## config.mk

```make
export PLATFORM = sky130hd
export DESIGN_NAME = sms4_lt_pipe
export DESIGN_NICKNAME = d
export VERILOG_FILES = /design/src/rtl/sms4_lt_pipe.sv
export SDC_FILE = /design/constraint.sdc
export NUM_CORES = 1
export LEC_CHECK = 0
export CORE_MARGIN = 3
export CORE_UTILIZATION = 48
export CTS_CLUSTER_DIAMETER = 50
export DETAILED_ROUTE_END_ITERATION = 12
export PLACE_DENSITY = 0.71
export REMOVE_ABC_BUFFERS = 1
export SYNTH_ARGS = -nofsm -noshare
export SYNTH_HDL_FRONTEND = slang
export SYNTH_SLANG_ARGS = --single-unit
```

## constraint.sdc

```tcl
create_clock -name clk -period 3.65 [get_ports clk]
set_input_delay 0.73 -clock clk [delete_from_list [all_inputs] [get_ports clk]]
set_output_delay 0.73 -clock clk [all_outputs]
set_load 0.01 [all_outputs]
```

## src/rtl/sms4_lt_pipe.sv

```systemverilog
// sms4_lt_pipe: pipelined SMS4 rotate/XOR engine (L, L', programmable rotate, identity).
// Define SMS4_LT_PIPE2_EN for a two-stage pipeline (capacity 2, latency 2).
module sms4_lt_pipe #(
  parameter int BWIDTH = 32,
  parameter int ROTW = 5,
  parameter int R1 = 2,
  parameter int R2 = 10,
  parameter int R3 = 18,
  parameter int R4 = 24,
  parameter int K1 = 13,
  parameter int K2 = 23
) (
  input  logic              clk,
  input  logic              rst,
  input  logic              in_valid,
  output logic              in_ready,
  input  logic [0:BWIDTH-1] in_data,
  input  logic [1:0]        in_mode,
  input  logic [ROTW-1:0]   in_rot,
  output logic              out_valid,
  input  logic              out_ready,
  output logic [0:BWIDTH-1] out_data,
  output logic [1:0]        out_mode,
  output logic              busy
);
  function automatic logic [0:BWIDTH-1] rotl(input logic [0:BWIDTH-1] b, input int n);
    logic [0:2*BWIDTH-1] d;
    d = {b, b} << n;
    return d[0:BWIDTH-1];
  endfunction

  function automatic logic [0:BWIDTH-1] lt(input logic [0:BWIDTH-1] b, input logic [1:0] m, input int n);
    return m == 2'd0 ? b ^ rotl(b, R1 % BWIDTH) ^ rotl(b, R2 % BWIDTH) ^ rotl(b, R3 % BWIDTH) ^ rotl(b, R4 % BWIDTH) :
           m == 2'd1 ? b ^ rotl(b, K1 % BWIDTH) ^ rotl(b, K2 % BWIDTH) :
           m == 2'd2 ? rotl(b, n) : b;
  endfunction

  logic [ROTW-1:0] rot_m;
  logic            out_adv;
  assign rot_m = ROTW'(int'(in_rot) % BWIDTH);
  assign out_adv = !out_valid || out_ready;

`ifdef SMS4_LT_PIPE2_EN
  logic              a_valid;
  logic [0:BWIDTH-1] a_data;
  logic [1:0]        a_mode;
  logic [ROTW-1:0]   a_rot;
  logic              a_adv;
  assign a_adv = !a_valid || out_adv;
  assign in_ready = !rst && a_adv;
  assign busy = a_valid || out_valid;
  always_ff @(posedge clk) begin
    if (rst) begin
      a_valid <= 1'b0;
      a_data <= '0;
      a_mode <= '0;
      a_rot <= '0;
      out_valid <= 1'b0;
      out_data <= '0;
      out_mode <= '0;
    end else begin
      if (a_adv) begin
        a_valid <= in_valid;
        if (in_valid) begin
          a_data <= in_data;
          a_mode <= in_mode;
          a_rot <= rot_m;
        end
      end
      if (out_adv) begin
        out_valid <= a_valid;
        if (a_valid) begin
          out_data <= lt(a_data, a_mode, int'(a_rot));
          out_mode <= a_mode;
        end
      end
    end
  end
`else
  assign in_ready = !rst && out_adv;
  assign busy = out_valid;
  always_ff @(posedge clk) begin
    if (rst) begin
      out_valid <= 1'b0;
      out_data <= '0;
      out_mode <= '0;
    end else if (out_adv) begin
      out_valid <= in_valid;
      if (in_valid) begin
        out_data <= lt(in_data, in_mode, int'(rot_m));
        out_mode <= in_mode;
      end
    end
  end
`endif
endmodule
```

======== Yosys cells after proc, flatten, opt, wreduce, memory -nomap -nowiden ========
Index checks and enable logic that the tools add are counted.
operators by class
  equal/unequal tests ..................... 2
  shift-type cells ........................ 1
  mux-type cells .......................... 3
  bitwise logic cells ..................... 6
  reductions and logical operators ........ 6
operator list
  cell                number
  $xor 32x32->32      6
  $mux 32             3
  $shl 64x5->64       1
  $eq 2x1->1 const B  1
  $eq 2x2->1 const B  1
  $logic_not 1->1     2
  $logic_not 2->1     1
  $reduce_and 2->1    1
  $logic_and 1x1->1   1
  $logic_or 1x1->1    1
storage, ports and cells
  register bits ........................... 35
  output and inout bits ................... 37
  logic and storage cells ................. 21

======== Logic depth before layout (Yosys ltp) ========
  depth after elaboration ................. 5
  mapped depth ............................ 10
  mapped depth without buffers ............ 6

======== Worst setup path after synthesis ========
Ideal clock, no wire load.
  kind .................................... input port to flip-flop
  start point ............................. input port in_rot[3]
  end point ............................... register out_data[31] in the netlist's numbering
  setup time .............................. 133 ps
  data arrival time ....................... 2,454 ps
  path slack .............................. 1,062 ps
  stages on the path ...................... 7
  path buffers ............................ 2
  path through ............................ buf_6 buf_12 mux2_2 mux4_2 mux4_2 nor4_2 nor4_1
between the ends
  word-level cells in the longest chain between the ends .. 4
ends and longest elaborated chain
  what                  RTL line  text
  from (decl)           19        input logic [ROTW-1:0] in_rot,
  $shl 64x5->64         28        d = {b, b} << n;
  $mux 32               35        m == 2'd2 ? rotl(b, n) : b;
  $mux 32               34        m == 2'd1 ? b ^ rotl(b, K1 % BWIDTH) ^ rotl(b, K2 % BWIDTH) :
  $mux 32               33        return m == 2'd0 ? b ^ rotl(b, R1 % BWIDTH) ^ rotl(b, R2 % BWIDTH) ^ rotl(b, R3 % BWIDTH) ^ rotl(b, R4 % BWIDT ...
  to (signal assigned)  90        out_data <= lt(in_data, in_mode, int'(rot_m));
  to (decl)             22        output logic [0:BWIDTH-1] out_data,
Every way passes these cells.
A chain may end at the register's enable or synchronous reset.

======== Final worst setup path ========
  start point ............................. input port in_data[31] in the netlist's numbering
  end point ............................... register out_data[20] in the netlist's numbering
between the ends
  word-level cells in the longest chain between the ends .. 4
ends and longest elaborated chain
  what           RTL line  text
  from (decl)    17        input logic [0:BWIDTH-1] in_data,
  $shl 64x5->64  28
  $mux 32        35
  $mux 32        34
  $mux 32        33
Every way passes these cells.

==> results_dict.tcl <==
set metrics [dict create \
    final_common_cell "xnor2_1" \
    period_minus_slack_ns 3.064 \
    drc 0 \
    startpoint_type "primary input" \
    async_flop_share_pct 0 \
    wl_mm 24.57 \
    cellPowerDensity_nw_per_um2 306.2 \
    critPathKind "in2reg" \
    setup_ws_ns 0.5856 \
    io_pins 80 \
    cp_slowest_stage_delay_ns 0.68 \
    die_y_um 116.4 \
    hold_buffers 0 \
    routabilityCongestion 1.025 \
    fin_crit_sh_pct 83.96 \
    endpoint_kind "flip-flop" \
    hpwl_mm 19.59 \
    register_area_um2 700.7 \
    grtUsageTotal_pct 36.53 \
    ys_warn_count 0 \
    avgSynthCellArea_um2 8.509 \
    run_status "finished, final reports clean" \
    cts.clk_slew.worst_paths_ns 0.06 \
    synth_edf_count 0 \
    htree_levels 2 \
    pre_cts_slack_ns 0.3488 \
    p_comb_share_pct 54.9 \
    timing.fmax_mhz 326.3 \
    syn_inst 687 \
    io_buffers 79 \
    first_pass_iters 5 \
    net-switching-power_uw 862.9 \
    overflow 0 \
    fillCellCount 1079 \
    power.clock.fraction_pct 24.3 \
    power_frac_seq_pct 20.8 \
    wire_per_inst_um 27.73 \
    cts_root_buf "clkbuf_16" \
    fin_nets 785 \
    cts_tree "built" \
    grt_max_degree 51 \
    final_max_slew_viol_count 0 \
    max_slew_margin_pct 46.98 \
    synth_seq_cells 35 \
    vdd.ir_drop.worst_mv 0.1924 \
    p_leak_uw 0.002555 \
    areaGrowthSynthToFinish_pct 18.86 \
    grt_pass1_wl_mm 36.36 \
    antenna_found_initial 0 \
    numCtsBuffers 5 \
    cts_setup_buffers 0 \
    drive_above_1_share_pct 19.65 \
    slowest_stage "clkdlybuf4s50_1" \
    initial_utilization_pct 50.12 \
    swShare_pct 40.56 \
    synth-seq-area-share_pct 11.99 \
    worstPathArrival_ns 3.25 \
    routed_via_density 6.787 \
    synth_area_um2 5846 \
    multiInputGateArea_um2 4700 \
    ant_nets 0 \
    hold_violations 0 \
    fp-row-count 39 \
    core_region_area_um2 11660 \
    p_int_uw 1265 \
    tns_ns 0 \
    cp_max_fo 11 \
    num_antenna_cells 0 \
    drv_cap 0 \
    required_ns 3.83 \
    cts.path.max_buffers 2 \
    grt_setup_unrepaired "no" \
    vias 6013 \
    power_uw 2127 \
    crit_chain "clkdlybuf4s50_1 -> mux4_2 -> a222oi_1 -> buf_4 -> nor2_1 -> a221oi_1 -> o211ai_1 -> a21o_1" \
    synth_cell_types 59 \
    synth-main-ff-cell "dfxtp_1" \
    clock_latency_ns 0.29 \
    worst_slew_pin_slew_ns 0.7954 \
    clock-sinks 35 \
    ctsResizeCount 0 \
    die_area_um2 13540 \
    worst_hold_path_type "reg2reg" \
    drt_iter0_markers 795 \
    grt_pass1_vias 5702 \
    die_x_um 116.4 \
    mostFrequentLayoutCells "xnor2_1 (92), clkdlybuf4s50_1 (74), nor2_1 (69)" \
    final_util_pct 59.58 \
    skew_ns 0.005828 \
    setup_viol 0 \
]
[critical path: cells and delay by family]
family	cells	cell delay, ns
AOI/OAI and AO/OA	4	0.99
and+or+nand+nor	1	0.04
muxes	1	0.59
buffers and inverters	2	0.89
[synthesized netlist by cell type (2+ instances only)]
| library cell | count | share of area [%] |
|---|---|---|
| nand4_1 | 2 | 0.21 |
| nand3_1 | 10 | 0.86 |
| mux4_2 | 33 | 13 |
| a211oi_1 | 13 | 1.7 |
| a31oi_1 | 6 | 0.64 |
| buf_2 | 15 | 1.3 |
| a21oi_1 | 14 | 1.2 |
| buf_1 | 5 | 0.32 |
| a32o_1 | 3 | 0.51 |
| nor3b_1 | 4 | 0.51 |
| inv_2 | 2 | 0.13 |
| nand2_1 | 51 | 3.3 |
| xnor2_1 | 92 | 14 |
| o21a_1 | 2 | 0.26 |
| o211ai_1 | 8 | 1.0 |
| o21ai_0 | 29 | 2.5 |
| clkbuf_1 | 47 | 3.0 |
| mux2_2 | 38 | 7.3 |
| nor3_1 | 13 | 1.1 |
| mux4_1 | 5 | 2.2 |
| o221ai_1 | 3 | 0.45 |
| buf_4 | 8 | 1.0 |
| mux2i_1 | 43 | 7.4 |
| xor2_1 | 42 | 6.3 |
| nand2b_1 | 6 | 0.64 |
| a211o_1 | 4 | 0.60 |
| o32ai_1 | 3 | 0.45 |
| dfxtp_1 | 35 | 12 |
| a221oi_1 | 13 | 1.9 |
| a22oi_1 | 5 | 0.64 |
| buf_6 | 7 | 1.3 |
| a311oi_1 | 3 | 0.45 |
| o22ai_1 | 10 | 1.1 |
| nor2_1 | 69 | 4.4 |
| nor2b_1 | 7 | 0.75 |
| o311ai_0 | 3 | 0.45 |
| inv_1 | 3 | 0.19 |
| nor4_1 | 2 | 0.21 |
| a221o_1 | 8 | 1.4 |
| a21o_1 | 2 | 0.26 |
[sequential cells by signal, indices dropped and copies added, names as in the netlist]
signal,cells
busy,1
out_data,32
out_mode,2
[through the flow]
stage	hold slack [ns]	area, µm²	instances
CTS	0.4375	6948	886
floorplan	0.4625	5416	604
global placement	0.4303	6779	878
detailed placement	0.4285	6779	878
finish	0.4358	6948	886
global route	0.4680	6948	886
[layer usage]
metal  GRT usage, %  part of all wire, %
met5              0                    0
met4          16.78                  5.7
met3          6.166                  9.8
met2          56.90                   45
met1          49.49                   40
[path summary, 6_finish.rpt]
kind	endpoint	slack, ns	from	cells after the start
setup reg to reg	out_data[17]$_SDFFE_PP0P_	1.48	busy$_SDFFE_PP0N_	7
setup / recovery	out_data[20]$_SDFFE_PP0P_	0.59	in_data[31]	8
hold reg to reg	out_data[26]$_SDFFE_PP0P_	0.44	out_data[26]$_SDFFE_PP0P_	2
hold / removal	out_data[26]$_SDFFE_PP0P_	0.44	out_data[26]$_SDFFE_PP0P_	2
[final cells by class]
class | count | share of cell area, %
clock inverter | 3 | 0.6303
inverter | 5 | 0.2701
tap | 143 | 2.575
sequential | 35 | 10.08
clock buffer | 5 | 1.801
multi-input combinational | 564 | 67.64
timing repair buffer | 131 | 17.00
[cells by family after synthesis]
group	count (synthesis)	share of synthesized area, %
buf+inv	88	7.663
simple gates	170	12.91
xor+xnor	135	20.46
flops	35	11.99
mux	120	29.90
compound gates	139	17.08
[power groups by stage]
stage | Combinational (µW) | Sequential (µW) | Clock (µW)
floorplan | 601 | 466 | 0
global placement | 1130 | 451 | 0
detailed placement | 1140 | 452 | 0
CTS | 1140 | 444 | 519
global route | 1230 | 448 | 537
finish | 1170 | 443 | 517
No activity file was read; power rests on OpenSTA's default activity.
